**src/rtl/ice40ultra_clk_manager.sv**
```systemverilog
// PLL-domain clock/reset manager: 2-flop lock sync, lock hold-off, staggered channel reset release, per-channel divided CE, lock-loss counter.
// All outputs registered; pll_lock loss reaches outputs 3 edges later. CLKMGR_SOFT_RESET_EN adds sw_rst_req resequencing from RUN.
module ice40ultra_clk_manager #(
    parameter int                       NUM_CH    = 3,
    parameter int                       DIV_W     = 8,
    parameter logic [NUM_CH*DIV_W-1:0]  CH_DIV    = {8'd5, 8'd2, 8'd1},
    parameter int                       LOCK_HOLD = 1024,
    parameter int                       STAGGER   = 4
) (
    input  logic              clk,
    input  logic              reset,
    input  logic              pll_lock,
`ifdef CLKMGR_SOFT_RESET_EN
    input  logic              sw_rst_req,
`endif
    output logic [NUM_CH-1:0] rst_n_out,
    output logic [NUM_CH-1:0] ce,
    output logic              ready,
    output logic [7:0]        lock_loss_cnt
);

    localparam int HW = (LOCK_HOLD > 1) ? $clog2(LOCK_HOLD) : 1;
    localparam int SW = (STAGGER > 1) ? $clog2(STAGGER) : 1;
    localparam int IW = (NUM_CH > 1) ? $clog2(NUM_CH) : 1;
    localparam logic [HW-1:0] HOLD_LAST = HW'(LOCK_HOLD - 1);
    localparam logic [SW-1:0] STG_LAST  = SW'(STAGGER - 1);
    localparam logic [IW-1:0] IDX_LAST  = IW'(NUM_CH - 1);

    typedef enum logic [1:0] {WAIT_LOCK, HOLD, RELEASE, RUN} state_t;

    state_t            state, state_nxt;
    logic              lock_meta, lock_s;
    logic [HW-1:0]     hold_cnt, hold_nxt;
    logic [SW-1:0]     stg_cnt, stg_nxt;
    logic [IW-1:0]     idx, idx_nxt;
    logic [NUM_CH-1:0] rst_nxt;
    logic              ready_nxt;
    logic [7:0]        loss_nxt;

    always_ff @(posedge clk) begin
        if (!reset) begin
            lock_meta     <= 1'b0;
            lock_s        <= 1'b0;
            state         <= WAIT_LOCK;
            hold_cnt      <= '0;
            stg_cnt       <= '0;
            idx           <= '0;
            rst_n_out     <= '0;
            ready         <= 1'b0;
            lock_loss_cnt <= '0;
        end else begin
            lock_meta     <= pll_lock;
            lock_s        <= lock_meta;
            state         <= state_nxt;
            hold_cnt      <= hold_nxt;
            stg_cnt       <= stg_nxt;
            idx           <= idx_nxt;
            rst_n_out     <= rst_nxt;
            ready         <= ready_nxt;
            lock_loss_cnt <= loss_nxt;
        end
    end

    always_comb begin
        state_nxt = state;
        hold_nxt  = hold_cnt;
        stg_nxt   = stg_cnt;
        idx_nxt   = idx;
        rst_nxt   = rst_n_out;
        ready_nxt = ready;
        loss_nxt  = lock_loss_cnt;
        case (state)
            WAIT_LOCK: begin
                if (lock_s) begin
                    state_nxt = HOLD;
                    hold_nxt  = '0;
                end
            end
            HOLD: begin
                if (hold_cnt == HOLD_LAST) begin
                    state_nxt = RELEASE;
                    stg_nxt   = '0;
                    idx_nxt   = '0;
                end else begin
                    hold_nxt = hold_cnt + 1'b1;
                end
            end
            RELEASE: begin
                // Last channel already out of reset: move to RUN one cycle after its release
                if (rst_n_out[NUM_CH-1]) begin
                    state_nxt = RUN;
                    ready_nxt = 1'b1;
                end else begin
                    if (stg_cnt == '0) begin
                        rst_nxt[idx] = 1'b1;
                        if (idx != IDX_LAST)
                            idx_nxt = idx + 1'b1;
                    end
                    stg_nxt = (stg_cnt == STG_LAST) ? '0 : stg_cnt + 1'b1;
                end
            end
            RUN: begin
                ready_nxt = 1'b1;
`ifdef CLKMGR_SOFT_RESET_EN
                if (sw_rst_req) begin
                    state_nxt = HOLD;
                    hold_nxt  = '0;
                    rst_nxt   = '0;
                    ready_nxt = 1'b0;
                end
`endif
            end
            default: state_nxt = WAIT_LOCK;
        endcase

        // Lock loss overrides everything, including a same-cycle soft reset request
        if (state != WAIT_LOCK && !lock_s) begin
            state_nxt = WAIT_LOCK;
            hold_nxt  = '0;
            stg_nxt   = '0;
            idx_nxt   = '0;
            rst_nxt   = '0;
            ready_nxt = 1'b0;
            if ((state == RELEASE || state == RUN) && lock_loss_cnt != 8'hFF)
                loss_nxt = lock_loss_cnt + 1'b1;
        end
    end

    for (genvar i = 0; i < NUM_CH; i++) begin : g_div
        localparam logic [DIV_W-1:0] D   = CH_DIV[i*DIV_W +: DIV_W];
        localparam logic [DIV_W-1:0] DM1 = D - DIV_W'(1);
        localparam bit               ALWAYS_ON = (D <= DIV_W'(1));
        logic [DIV_W-1:0] div_cnt;

        always_ff @(posedge clk) begin
            if (!reset) begin
                div_cnt <= '0;
                ce[i]   <= 1'b0;
            end else begin
                if (rst_nxt[i] && rst_n_out[i])
                    div_cnt <= (div_cnt == DM1 || ALWAYS_ON) ? '0 : div_cnt + 1'b1;
                else
                    div_cnt <= '0;
                ce[i] <= rst_nxt[i] && (ALWAYS_ON || (rst_n_out[i] && div_cnt == DM1));
            end
        end
    end

endmodule

```
**config.mk**
```make
export PLATFORM = sky130hd
export DESIGN_NAME = ice40ultra_clk_manager
export DESIGN_NICKNAME = d
export VERILOG_FILES = /design/src/rtl/ice40ultra_clk_manager.sv
export SDC_FILE = /design/constraint.sdc
export NUM_CORES = 1
export LEC_CHECK = 0
export ABC_AREA = 1
export ABC_CLOCK_PERIOD_IN_PS = 2100
export CAP_MARGIN = 0
export CORE_MARGIN = 1.5
export CORE_UTILIZATION = 58
export DETAILED_ROUTE_END_ITERATION = 16
export GPL_ROUTABILITY_DRIVEN = 0
export GPL_TIMING_DRIVEN = 0
export PLACE_DENSITY = 0.79
export SETUP_SLACK_MARGIN = 0.5
export SYNTH_ARGS = -nofsm -noshare
export SYNTH_HDL_FRONTEND = slang
export SYNTH_SLANG_ARGS = --single-unit
```
**constraint.sdc**
```tcl
create_clock -name clk -period 2.1 [get_ports clk]
set_clock_uncertainty 0.05 [all_clocks]
set_input_delay 0.21 -clock clk [delete_from_list [all_inputs] [get_ports clk]]
set_output_delay 0.21 -clock clk [all_outputs]
set_load 0.01 [all_outputs]
```
==> run metrics, run 1 <==
setup violators final 0; Worst path max stage delay 380 ps; cts hold-fix bufs 0; Hold EP lock_s$_SDFF_PN0_; DR WL/cell 13.44 um; core area 4115 um^2; Detailed Route Iter0 Violations 172; TritonCTS clock tree built; top cells by count, synth nand2_1, dfxtp_1, inv_1, nor2_1, a21oi_1; Total Wirelength 5929 um; Clock power frac 22.0%; R2R depth 10; asr flop ratio synth 0%; CP startpoint kind flop; synthesized instance count 352; RSZ-0062 raised after global routing yes; top cells by area, synth dfxtp_1, nand2_1, ha_1; Avg Vias per Cell 5.365; reg2reg end state[1]$_SDFFE_PP0P_; die width 69.26 um; crit path from state[1]$_SDFFE_PP0P_; leak pwr 1.256 nW; syn avg cell area 7.234 um^2; status complete, no violations; Clock Tree Buf Depth 2; synthesized area 2546 um^2; CTS Root Cell clkbuf_8; r2r startpoint state[1]$_SDFFE_PP0P_; Overflow after GRT 0; Yosys reg bits 48; initial core utilization 61.87%; Worst Setup Path Type flop to flop; hpwl dp 3428 um; Worst Path Required 2240 ps; hold path startpoint lock_meta$_SDFF_PN0_; Reg clk slew, reported paths 90 ps; fmax 0.6082 GHz; Skew-Pair Late Insertion Delay 310 ps; Setup WS pre-CTS 307.4 ps; IO Count 18; synth unique cells 33; Final WS setup 455.8 ps; Area growth, synth to finish 25.21%; DIE AREA 4796 um^2; Rows 23; Synth Flop Type dfxtp_1; H-tree level count 2; top cell type's share of synthesized area 37.74%; Hold Crit Class flop to flop; First-pass DRT Iterations 5; DRC viols 0; Post-DRT Antenna Nets 0; DR vias 2366; setup_tns 0 ps; Setup crit end kind flop; first-pass GRT wire length 8652 um; worst slew pin tran 351.6 ps; largest net degree at the start of global routing 16; max-slew violations 0; Crit path arrival time 1780 ps; Max-slew headroom 76.49%; Hold Path Depth 2; Post-synth EDFFs 0; chip height 69.26 um; critical path, cell by cell inv_6 > ha_4 > buf_8 > inv_8 > nand2_4 > nor2_1 > nor3_2 > nand2_1 > nand2_1 > a21oi_1; Peak VDD IR 698.6 uV; sequential fraction of the synthesis area 37.74%; layout cell share with drive strength beyond 1 19.44%; CP top delay family simple AND/OR/NAND/NOR gates; I/O Buffers 17; final hold vios 0; Sw Pwr 0.001306 W; P per Cell Area 1022 nW/um^2; setup slack, reg-to-reg 460 ps; internal power 0.001951 W; period utilization 78.29%; Hold WS 361.9 ps; top-count cell post-synth nand2_1; final net count 410; most used cell along the critical path nand2_1; switching share of total power 40.08%; Filler Cell Count 291; clock tree sinks 48; number of global-route vias before repair 2036; All-Layer GR Usage 21.90%; Crit-path slowest cell dfxtp_4; share of power burned in registers 33.6%; CTS Buf Count 5; initial antenna violation count 0; Synth area leader dfxtp_1; post-layout util 77.47%; diode count 0; Crit Path Max Fanout 9; combinational share of power 44.4%; minimum clock period 1644 ps; Yosys warnings 0; maxcap violations 0; syn nets 372; CP Buf/Inv Count 3
[worst reg2reg max path: cells and delay by family (launching register included)]
| kind | cells | cell delay (ps) |
|---|---|---|
| AOI/OAI and AO/OA | 1 | 60 |
| buffers and inverters | 3 | 280 |
| and+or+nand+nor | 5 | 610 |
| DFF | 1 | 380 |
| adders and majority gates | 1 | 140 |
[cells by family (layout without fill, tap and decap cells)]
family                   count (synthesis)  after routing  synth area share (%)
AND/OR/NAND/NOR                        184            185                 32.93
buffers and inverters                   55             93                 8.747
flip-flops                              48             48                 37.74
AO/OA/AOI/OAI                           40             40                 9.485
XOR/XNOR                                 8              8                 2.752
adder cells (fa/ha/maj)                 17             17                 8.354
[sequential cells by signal, indices dropped and copies added, names as in the netlist, 2 cells and up]
| register | flops |
|---|---|
| idx | 2 |
| state | 2 |
| g_div.div_cnt | 16 |
| rst_n_out | 3 |
| lock_loss_cnt | 8 |
| ce | 2 |
| hold_cnt | 10 |
| stg_cnt | 2 |
[metrics by stage]
step                      power (W)  cells  cell area (um^2)
after floorplan            0.001842    352              2546
after global placement     0.002024    419              2779
after detailed placement   0.002050    419              2779
after CTS                  0.002824    431              2969
after global routing       0.003428    441              3188
final                      0.003257    441              3188
[cell usage in the layout (no fill, tap or decap), types with 4 or more instances in the layout]
master           instances
inv_4                    4
nor3b_1                  4
clkbuf_8                 6
nand2_1                 80
buf_4                   13
nand3_1                 20
dfxtp_2                  9
a21oi_2                  4
a21oi_1                 21
clkdlybuf4s50_1         17
nand2_2                  5
xor2_1                   7
nor3_1                   9
inv_1                   42
nor2_1                  43
nand4_1                  6
o21ai_1                  4
o21ai_0                  6
ha_1                    12
nand2_4                  5
dfxtp_1                 37
[how the worst max path moves through the flow]
stage,cells after the start,end,slack [ps]
final,10,state[1]$_SDFFE_PP0P_,460
after CTS,10,g_div[1].div_cnt[5]$_SDFF_PP0_,470
after global placement,8,state[1]$_SDFFE_PP0P_,360
after detailed placement,8,state[0]$_SDFFE_PP0P_,310
after floorplan,9,idx[0]$_SDFFE_PP0P_,520
after global routing,10,state[1]$_SDFFE_PP0P_,410
[metal layers]
metal	global-route usage (%)	share of wire, %	up-vias
met5	0	0	-
met4	10.89	4.0	0
met3	6.105	5.0	22
met2	35.36	49	77
met1	26.74	42	1068
li1	-	-	1199
[final cells by class]
cell class	count	area (um^2)	area share (%)
sequential	48	979.7	30.73
clock inverter	2	38.79	1.217
clock buffer	6	82.58	2.590
buffer	5	50.05	1.570
inverter	50	215.2	6.750
multi-input combinational	250	1479	46.39
timing repair buffer	30	280.3	8.791
tap	50	62.56	1.962
[power groups by stage]
stage / logic, W / registers, W / clock network [W]
final: 0.00145 / 0.00109 / 0.000717
after floorplan: 0.000778 / 0.00106 / 0
after detailed placement: 0.000970 / 0.00108 / 0
after global placement: 0.000948 / 0.00108 / 0
after CTS: 0.00104 / 0.00106 / 0.000722
after global routing: 0.00157 / 0.00110 / 0.000756
[timing repair]
action | in CTS | in global routing
gates resized for setup | 14 | 39
setup buffers | 4 | 9
pin swaps | 2 | 12
setup endpoints to repair | 31 | 49
cloned | 0 | 1
No activity file was read; power rests on OpenSTA's default activity.
==> run 2: changes to the inputs <==
--- a/config.mk
+++ b/config.mk
@@ -6,14 +6,14 @@
 export NUM_CORES = 1
 export LEC_CHECK = 0
 export ABC_AREA = 1
-export ABC_CLOCK_PERIOD_IN_PS = 2100
+export ABC_CLOCK_PERIOD_IN_PS = 1500
 export CAP_MARGIN = 0
 export CORE_MARGIN = 1.5
-export CORE_UTILIZATION = 58
+export CORE_UTILIZATION = 53
 export DETAILED_ROUTE_END_ITERATION = 16
 export GPL_ROUTABILITY_DRIVEN = 0
 export GPL_TIMING_DRIVEN = 0
-export PLACE_DENSITY = 0.79
+export PLACE_DENSITY = 0.76
 export SETUP_SLACK_MARGIN = 0.5
 export SYNTH_ARGS = -nofsm -noshare
 export SYNTH_HDL_FRONTEND = slang
==> constraint.sdc (replaced) <==
create_clock -name clk -period 1.5 [get_ports clk]
set_clock_uncertainty 0.05 [all_clocks]
set_input_delay 0.15 -clock clk [delete_from_list [all_inputs] [get_ports clk]]
set_output_delay 0.15 -clock clk [all_outputs]
set_load 0.01 [all_outputs]
==> run metrics, run 2 (synthesized netlist as in run 1, its figures left out) <==
status complete, but fails checks; failing checks negative setup slack; Area growth, synth to finish 45.80%; setup violators final 8 (+8); minimum clock period 1597 ps (-46.97 ps); Max-slew headroom 70.28% (-6.2 points); Crit path arrival time 1750 ps (-30 ps); DR WL/cell 14.29 um (+6.3%); final hold vios 0 (unchanged); Hold Crit Class input port to flop; Sequential cell area 1007 um^2 (+2.8%); Tot Pwr 0.005025 W (+54%); max reg flops 16 (unchanged); commonest non-fill, non-tap cell in the layout nand2_1; worst slew pin tran 444.4 ps (+92.81 ps); Final WS setup -97.21 ps (-553.0 ps); Hold Path Depth 3 (+1); maxcap violations 0 (unchanged); Filler Cell Count 286 (-1.7%); DRC viols 0 (unchanged); Worst Path Required 1660 ps (-580 ps); Post-DRT Antenna Nets 0 (unchanged); TritonCTS clock tree built; hpwl dp 3552 um (+3.6%); final net count 432 (+5.4%); Skew-Pair Late Insertion Delay 300 ps (about the same); largest net degree at the start of global routing 15 (-1); chip height 72.31 um (+4.4%); Detailed Route Iter0 Violations 162 (-5.8%); Crit-path slowest cell dfxtp_4; IO Count 18 (unchanged); cts hold-fix bufs 0 (unchanged); Rows 25 (+8.7%); Avg Vias per Cell 5.328 (-0.69%); Overflow after GRT 0 (unchanged); clock tree sinks 48 (unchanged); Total Wirelength 6658 um (+12%); CP startpoint kind flop; CTS Root Cell clkbuf_8; CTS Buf Count 5 (unchanged); largest registers g_div.div_cnt (16), hold_cnt (10), lock_loss_cnt (8); Peak VDD IR 1046 uV (+50%); P per Cell Area 1354 nW/um^2 (+33%); R2R depth 10 (unchanged); Multi-input gate area 1754 um^2 (+19%); RSZ-0062 raised after global routing yes; Worst path max stage delay 370 ps (about the same); diode count 0 (unchanged); CP top delay family simple AND/OR/NAND/NOR gates; Clock Tree Buf Depth 2 (unchanged); Setup crit end kind flop; period utilization 106.5% (+28 points); Reg clk slew, reported paths 90 ps (about the same); die width 72.31 um (+4.4%); CP Buf/Inv Count 3 (unchanged); Crit Path Max Fanout 4 (-5); Worst Setup Path Type flop to flop; H-tree level count 2 (unchanged); Setup WS pre-CTS -112.3 ps (-419.7 ps); First-pass DRT Iterations 4 (-1); first-pass GRT wire length 9777 um (+13%); DIE AREA 5229 um^2 (+9.0%); Worst path depth 10 (unchanged); max-slew violations 0 (unchanged); initial antenna violation count 0 (unchanged); I/O Buffers 17 (unchanged); All-Layer GR Usage 23.57% (+1.7 points); fmax 0.6261 GHz (+2.9%); leak pwr 1.476 nW (+18%); most frequent cells in the layout nand2_1, inv_1, nor2_1; layout cell share with drive strength beyond 1 41.02% (+22 points); DR vias 2483 (+4.9%); critical path, cell by cell inv_4 > ha_4 > buf_8 > inv_8 > nor2_4 > o21bai_4 > and2_4 > nand3_1 > nand2_1 > nor2_1; Top reg by flops g_div.div_cnt; initial core utilization 54.63% (-7.2 points); number of global-route vias before repair 2248 (+10%); core area 4661 um^2 (+13%)
## run 2: layout make-up
class                      count  share of cell area [%]
multi-input combinational    250                   47.25
tap                           54                   1.820
sequential                    48                   27.13
inverter                      50                   6.067
buffer                         5                   2.056
timing repair buffer          52                   13.52
clock buffer                   5                   1.854
clock inverter                 2                  0.3033
## run 2: what timing repair did
item	CTS	global route
endpoints found under the setup margin	61	58
buffers inserted	28	5
pin swaps	25	32
cloned	2	1
resized for setup	132	59
## run 2: worst register-to-register path, cell delays in order (launching register included)
cell	delay [ps]
dfxtp_4	370
inv_4	80
ha_4	130
buf_8	110
inv_8	40
nor2_4	140
o21bai_4	160
and2_4	200
nand3_1	100
nand2_1	80
nor2_1	40
## run 2: worst paths after layout
check | to | slack (ps) | start
hold / removal | lock_meta$_SDFF_PN0_ | 330 | pll_lock
hold reg to reg | lock_s$_SDFF_PN0_ | 380 | lock_meta$_SDFF_PN0_
setup / recovery | idx[1]$_SDFFE_PP0P_ | -100 | state[0]$_SDFFE_PP0P_
setup reg to reg | idx[1]$_SDFFE_PP0P_ | -100 | state[0]$_SDFFE_PP0P_
## run 2: per-layer routing
| layer | GRT usage, % | share of wire, % |
|---|---|---|
| met1 | 28.76 | 41 |
| met2 | 42.49 | 54 |
| met3 | 3.750 | 3.3 |
| met4 | 7.338 | 1.8 |
| met5 | 0 | 0 |
## run 2: power breakdown
| part | internal [W] | total (W) | switching [W] |
|---|---|---|---|
| Clock | 0.000318 | 0.000750 | 0.000432 |
| Combinational | 0.00117 | 0.00275 | 0.00158 |
| Sequential | 0.00139 | 0.00152 | 0.000131 |
| Total | 0.00288 | 0.00503 | 0.00214 |
## run 2: per-stage QoR
| stage | hold slack [ps] | TNS, ps | cell area [um^2] | utilization, % | cells |
|---|---|---|---|---|---|
| floorplan | 193.5 | 0 | 2676 | - | 352 |
| global placement | 348.1 | -843.5 | 2914 | 62.52 | 423 |
| detailed placement | 362.0 | -1476 | 2914 | 62.52 | 423 |
| CTS | 326.3 | 0 | 3426 | 73.50 | 460 |
| global route | 392.0 | -1198 | 3712 | 79.65 | 466 |
| finish | 326.3 | -251.4 | 3712 | 79.65 | 466 |
==> run 3: changes to the inputs <==
--- a/config.mk
+++ b/config.mk
@@ -8,12 +8,13 @@
 export ABC_AREA = 1
 export ABC_CLOCK_PERIOD_IN_PS = 1500
 export CAP_MARGIN = 0
+export CELL_PAD_IN_SITES_DETAIL_PLACEMENT = 0
+export CELL_PAD_IN_SITES_GLOBAL_PLACEMENT = 1
 export CORE_MARGIN = 1.5
-export CORE_UTILIZATION = 53
+export CORE_UTILIZATION = 38
 export DETAILED_ROUTE_END_ITERATION = 16
 export GPL_ROUTABILITY_DRIVEN = 0
-export GPL_TIMING_DRIVEN = 0
-export PLACE_DENSITY = 0.76
+export PLACE_DENSITY_LB_ADDON = 0.1
 export SETUP_SLACK_MARGIN = 0.5
 export SYNTH_ARGS = -nofsm -noshare
 export SYNTH_HDL_FRONTEND = slang
==> run metrics, run 3 (synthesized netlist as in run 1, its figures left out) <==
DR vias 2423 (-2.4%); period utilization 98.43% (-8.0 points); Top reg by flops g_div.div_cnt; H-tree level count 2 (unchanged); CTS Root Cell clkbuf_8; Hold Crit Class input port to flop; maxcap violations 0 (unchanged); cts hold-fix bufs 0 (unchanged); DRC viols 0 (unchanged); Clock Tree Buf Depth 2 (unchanged); setup violators final 0 (-8); Worst Path Required 1690 ps (+30 ps); post-layout util 62.07% (-18 points); Area growth, synth to finish 56.56%; minimum clock period 1476 ps (-120.7 ps); setup_tns 0 ps (+251.4 ps); Setup crit end kind flop; initial antenna violation count 0 (unchanged); Worst path max stage delay 370 ps (about the same); Detailed Route Iter0 Violations 63 (-61%); Worst path depth 8 (-2); DIE AREA 7200 um^2 (+38%); Reg clk slew, reported paths 90 ps (about the same); Skew-Pair Late Insertion Delay 310 ps (about the same); Peak VDD IR 562.1 uV (-46%); first-pass GRT wire length 10160 um (+3.9%); hpwl dp 3961 um (+12%); core area 6422 um^2 (+38%); Avg Vias per Cell 4.705 (-12%); die width 84.86 um (+17%); CP top delay family flip-flops; Worst Setup Path Type flop to flop; commonest non-fill, non-tap cell in the layout nand2_1; r2r startpoint state[1]$_SDFFE_PP0P_; CP Buf/Inv Count 3 (unchanged); fmax 0.6773 GHz (+8.2%); crit path from state[1]$_SDFFE_PP0P_; leak pwr 1.625 nW (+10%); layout cell share with drive strength beyond 1 50.91% (+9.9 points); TritonCTS clock tree built; Filler Cell Count 563 (+97%); R2R depth 8 (-2); CTS Buf Count 5 (unchanged); CP startpoint kind flop; First-pass DRT Iterations 4 (unchanged); chip height 84.86 um (+17%); Crit path arrival time 1670 ps (-80 ps); largest registers g_div.div_cnt (16), hold_cnt (10), lock_loss_cnt (8); Overflow after GRT 0 (unchanged); Rows 29 (+16%); Total Wirelength 6163 um (-7.4%); worst slew pin tran 296.7 ps (-147.7 ps); All-Layer GR Usage 17.19% (-6.4 points); number of global-route vias before repair 2284 (+1.6%); IO Count 18 (unchanged); initial core utilization 39.65% (-15 points); max-slew violations 0 (unchanged); DR WL/cell 11.97 um (-16%); largest net degree at the start of global routing 16 (+1); status complete, no violations; Critical path destination state[1]$_SDFFE_PP0P_; Post-DRT Antenna Nets 0 (unchanged); Crit Path Max Fanout 4 (unchanged); max reg flops 16 (unchanged); diode count 0 (unchanged); final net count 457 (+5.8%); P per Cell Area 1235 nW/um^2 (-8.8%); reg2reg end state[1]$_SDFFE_PP0P_; clock tree sinks 48 (unchanged); RSZ-0062 raised after global routing yes; setup slack, reg-to-reg 20 ps (+120 ps); critical path, cell by cell buf_6 > ha_4 > inv_4 > nor2_4 > buf_4 > nor3_4 > nand3_1 > a21oi_1; final hold vios 0 (unchanged); Placement Cell Area 3147 um^2 (+8.0%); I/O Buffers 17 (unchanged); Max-slew headroom 80.04% (+9.8 points); Crit-path slowest cell dfxtp_4; most frequent cells in the layout nand2_1, buf_4, inv_1; Finished Cell Area 3986 um^2 (+7.4%)
-- run 3: tightest hold or removal path: stages --
cell and delay (ps):
clkdlybuf4s50_1 400, nand2_1 60, inv_1 30
-- run 3: final cells by class --
class | count | area [um^2] | share of cell area, %
Inverter | 50 | 220.2 | 5.524
Clock buffer | 7 | 107.6 | 2.699
Sequential cell | 48 | 1008 | 25.30
Clock inverter | 1 | 8.758 | 0.2197
Tap cell | 77 | 96.34 | 2.417
Timing Repair Buffer | 81 | 715.7 | 17.95
Multi-Input combinational cell | 251 | 1829 | 45.89
-- run 3: how the worst min path moves through the flow --
stage,startpoint,end,slack (ps),cells past startpoint
6_report,pll_lock,lock_meta$_SDFF_PN0_,320,3
5_1_grt,pll_lock,lock_meta$_SDFF_PN0_,340,3
4_1_cts,pll_lock,lock_meta$_SDFF_PN0_,310,3
3_5_place_dp,lock_meta$_SDFF_PN0_,lock_s$_SDFF_PN0_,350,2
3_3_place_gp,lock_meta$_SDFF_PN0_,lock_s$_SDFF_PN0_,350,2
2_1_floorplan,reset,lock_meta$_SDFF_PN0_,190,2
-- run 3: through the flow --
| stage | cells | hold WS, ps | total power, W | setup slack (ps) |
|---|---|---|---|---|
| after floorplan | 352 | 193.5 | 0.002806 | 48.97 |
| after global placement | 473 | 349.8 | 0.003354 | -8.301 |
| after detailed placement | 473 | 347.9 | 0.003348 | -41.55 |
| after CTS | 500 | 314.4 | 0.004671 | 41.23 |
| after global routing | 515 | 340.9 | 0.005286 | -82.86 |
| final | 515 | 315.5 | 0.004922 | 23.52 |
-- run 3: metal layers --
metal	track usage (%)	wire, um	vias to the layer above
li1	-	-	1292
met2	29.89	3189	20
met1	21.72	2742	1103
met4	4.769	80	0
met3	3.405	149	8
met5	0	0	-
-- run 3: timing repair --
item                                    CTS  global route
endpoints found under the setup margin   61            58
resized for setup                       132            81
setup buffers                            17            15
pin swaps                                22            35
hold endpoints to repair                  0             0
gates cloned                              2             0
-- run 3: power breakdown --
| group | switching [W] | internal [W] |
|---|---|---|
| clock | 0.000468 | 0.000479 |
| sequential | 0.000116 | 0.00139 |
| combinational | 0.00137 | 0.00110 |
| total | 0.00196 | 0.00297 |
==> RTL edit 1, RTL diff (settings of run 3) <==
Set the parameter `NUM_CH` to 6 (it was 3).
--- a/src/rtl/ice40ultra_clk_manager.sv
+++ b/src/rtl/ice40ultra_clk_manager.sv
@@ -1,7 +1,7 @@
 // PLL-domain clock/reset manager: 2-flop lock sync, lock hold-off, staggered channel reset release, per-channel divided CE, lock-loss counter.
 // All outputs registered; pll_lock loss reaches outputs 3 edges later. CLKMGR_SOFT_RESET_EN adds sw_rst_req resequencing from RUN.
 module ice40ultra_clk_manager #(
-    parameter int                       NUM_CH    = 3,
+    parameter int                       NUM_CH    = 6,
     parameter int                       DIV_W     = 8,
     parameter logic [NUM_CH*DIV_W-1:0]  CH_DIV    = {8'd5, 8'd2, 8'd1},
     parameter int                       LOCK_HOLD = 1024,
Ports: changed (resized ce and rst_n_out); port bits go from 18 to 24. The function was not compared with the original's and may differ.
==> RTL edit 1 against run 3 <==
  * The flow now finishes with violations (negative setup slack)
  * Sequential cell count rose by 4
  * Total power up 7.4%
  * Setup slack lost 0.070 ns
  * Design area grew 8.2%
  * Final cell count up 6.2%
  * Global-route usage grew 0.40 points
  * Area after synthesis up 4.8%
  * Combinational power increased by 14%
  * Wire length grew 12%
==> RTL edit 1: results (changes against run 3) <==
Distinct cells, synth -> 32 (-3.0%)
Worst setup margin -> -0.04674 ns (-0.07026 ns)
Vias in the first global route -> 2285 (+0.044%)
Post-Syn Instances -> 361 (+2.6%)
Gr usage total -> 17.59% (+0.40 points)
Clock network power -> 827 uW (-13%)
DRT met1 WL -> 3063 um (+12%)
Pleak -> 1.800 nW (+11%)
Placed Instances -> 494 (+4.4%)
Sw Ratio -> 41.24% (+1.5 points)
Final Setup Violations -> 2 (+2)
Wire length on met3 -> 178 um (+19%)
Setup TNS Final -> -0.07473 ns (-0.07473 ns)
Post-synthesis sequential area ratio -> 39.02% (+1.3 points)
Fill cells -> 585 (+3.9%)
Failing checks -> negative setup slack
Nets -> 468 (+2.4%)
Port Buf Inserts -> 23 (+6)
Slowest cell delay on critical path -> 0.40 ns (+0.03 ns)
Peak supply drop -> 728.4 uV (+30%)
Wire per inst -> 12.58 um (+5.1%)
First-pass GRT wire length -> 10580 um (+4.2%)
Worst r2r path cells -> 10 (+2)
Average vias per placed instance -> 4.631 (-1.6%)
Top post-synthesis cells by count -> nand2_1, dfxtp_1, nor2_1
Share of layout cells above drive strength 1 -> 51.88% (+0.97 points)
Worst EP arrival -> 1.70 ns (+0.03 ns)
Drt first-iter violations -> 45 (-29%)
WL met2 -> 3580 um (+12%)
Top cells by area, synth -> dfxtp_1, nand2_1, ha_1, nor2_1, inv_1
Worst slew margin -> 76.11% (-3.9 points)
Outcome -> finished, violations left
Sequential share of power -> 31.3% (+0.7 points)
Placed inst area -> 3267 um2 (+3.8%)
RTL edit 1: logic make-up (layout without fill, tap and decap cells):
kind of cell | count (synthesis) | count (layout) | share of synthesized area, %
and+or+nand+nor | 180 | 181 | 31.19
AOI/OAI and AO/OA | 45 | 45 | 9.897
DFF | 52 | 52 | 39.02
adders and majority gates | 15 | 15 | 7.036
xor gates and xnor gates | 13 | 13 | 4.268
buffers and inverters | 56 | 145 | 8.583
RTL edit 1: worst max-delay path by stage:
stage	startpoint	to	slack [ns]	cells after the start
detailed placement	state[1]	lock_loss_cnt[6]	-0.006	10
global placement	state[1]	lock_loss_cnt[6]	0.03	10
CTS	state[1]	state[1]	0.05	9
global route	state[1]	state[1]	-0.1	9
finish	state[1]	state[0]	-0.05	10
floorplan	state[1]	state[1]	0.12	8
RTL edit 1: what timing repair did:
action / CTS / global route
pin swaps: 24 / 41
setup buffers: 24 / 19
setup endpoints to repair: 71 / 67
cloned: 1 / 1
resized for setup: 158 / 113
RTL edit 1: layout make-up:
cell class / count / area, um2 / area share [%]
repair buffers: 88 / 843.3 / 19.55
clock buffers: 6 / 72.57 / 1.683
well taps: 96 / 120.1 / 2.785
multi-input cells: 254 / 1958 / 45.40
inverters: 49 / 224.0 / 5.193
clock inverters: 2 / 13.76 / 0.3191
flip-flops and latches: 52 / 1081 / 25.07
RTL edit 1: per-layer routing:
| metal | vias up | track usage (%) |
|---|---|---|
| li1 | 1330 | - |
| met1 | 1169 | 23.51 |
| met5 | - | 0 |
| met4 | 0 | 3.959 |
| met3 | 5 | 3.429 |
| met2 | 29 | 29.25 |
RTL edit 1: critical path, delay by kind of cell (launching register included):
family	cells	cell delay (ns)
AOI/OAI and AO/OA	1	0.04
buffers and inverters	4	0.36
and+or+nand+nor	4	0.44
DFF	1	0.40
adders and majority gates	1	0.17
==> RTL edit 2, RTL diff (flow settings as in run 3) <==
Without the edit above. Encoding of `state_t`: now one-hot (4 bits for 4 states).
--- a/src/rtl/ice40ultra_clk_manager.sv
+++ b/src/rtl/ice40ultra_clk_manager.sv
@@ -26,7 +26,7 @@
     localparam logic [SW-1:0] STG_LAST  = SW'(STAGGER - 1);
     localparam logic [IW-1:0] IDX_LAST  = IW'(NUM_CH - 1);
 
-    typedef enum logic [1:0] {WAIT_LOCK, HOLD, RELEASE, RUN} state_t;
+    typedef enum logic [3:0] {WAIT_LOCK = 4'b0001, HOLD = 4'b0010, RELEASE = 4'b0100, RUN = 4'b1000} state_t;
 
     state_t            state, state_nxt;
     logic              lock_meta, lock_s;
Formal check against the unedited RTL: no difference found for any inputs over 10 cycles, from zero or initial values and one cycle with reset low; not proved beyond that.
==> RTL edit 2 against run 3 <==
  * Design area is 10% lower
  * Die area is 0.99% lower
  * Area after synthesis is 1.0% lower
  * Total power is 23% lower
  * Setup slack better by 0.049 ns
  * Sequential cell count is 2 higher
  * Maximum frequency is 3.4% higher
  * Wire length is 7.1% lower
==> RTL edit 2: results (changes against run 3) <==
Avg Inst Size Synth -> 7.368 um2 (+1.9%)
Post-synth top area share -> 39.72% (+2.0 points)
Signal buffers -> 56 (-31%)
Peak supply drop -> 544.3 uV (-3.2%)
Critical path capture point -> lock_loss_cnt[5]
Wire per inst -> 11.92 um (-0.37%)
Gr usage total -> 16.78% (-0.40 points)
Inverters -> 47 (-6.0%)
Outcome -> completed
Post-synthesis sequential area ratio -> 39.72% (+2.0 points)
Design area -> 3587 um2 (-10%)
Worst EP arrival -> 1.60 ns (-0.07 ns)
Drt first-iter violations -> 52 (-17%)
Nets -> 417 (-8.8%)
WL met2 -> 2985 um (-6.4%)
Placed inst area -> 2943 um2 (-6.5%)
Multi-input combinational cell count -> 242 (-3.6%)
Placement Setup Slack -> 0.07123 ns (+0.1128 ns)
Average vias per placed instance -> 4.800 (+2.0%)
Multi-input gate share of total cell area -> 45.34% (-0.54 points)
First-pass GRT wire length -> 9811 um (-3.4%)
Dpl hpwl -> 3709 um (-6.4%)
Share of layout cells above drive strength 1 -> 41.44% (-9.5 points)
Distinct cells, synth -> 25 (-24%)
Syn nets -> 357 (-4.0%)
Hold slack -> 0.3096 ns (-0.005927 ns)
Top cells by area, synth -> dfxtp_1, nand2_1, nor2_1, inv_1, ha_1
Worst slew margin -> 81.80% (+1.8 points)
M3 GR Usage -> 3.540% (+0.14 points)
Met1 Use GR -> 19.82% (-1.9 points)
Fmax -> 0.7006 GHz (+3.4%)
Adder-Cell Fraction of Synth Area -> 5.958% (-2.4 points)
Clock-cell share -> 2.895% (-0.024 points)
Placed Instances -> 446 (-5.7%)
==> RTL edit 2: changes by cell type after synthesis, moves of 5 or more <==
cell     delta
a21oi_1     -6
ha_1        -5
nand2_1    -10
nand3_1     +8
nor2_1      +9
xnor2_1     +5
==> RTL edit 2: repair_timing <==
action	in CTS	in global routing
setup buffers	21	4
setup endpoints to repair	63	61
gates cloned	1	0
gates resized for setup	112	61
endpoints found under the hold margin	0	0
pin swaps	12	16
==> RTL edit 2: worst max-delay path: stages (launching register included) <==
cell and delay [ns]:
dfxtp_2 0.37, inv_2 0.06, nor2_4 0.14, nand2_4 0.08
nand2_2 0.08, nand2_1 0.08, nor2_4 0.19, nand2_1 0.11
a21oi_1 0.18
==> RTL edit 2: report_power, final <==
group          switching [mW]  internal, mW  leakage [nW]  total (mW)
sequential             0.0487          1.36         0.417        1.41
combinational           0.874         0.609         0.965        1.48
clock                   0.468         0.433        0.0539       0.901
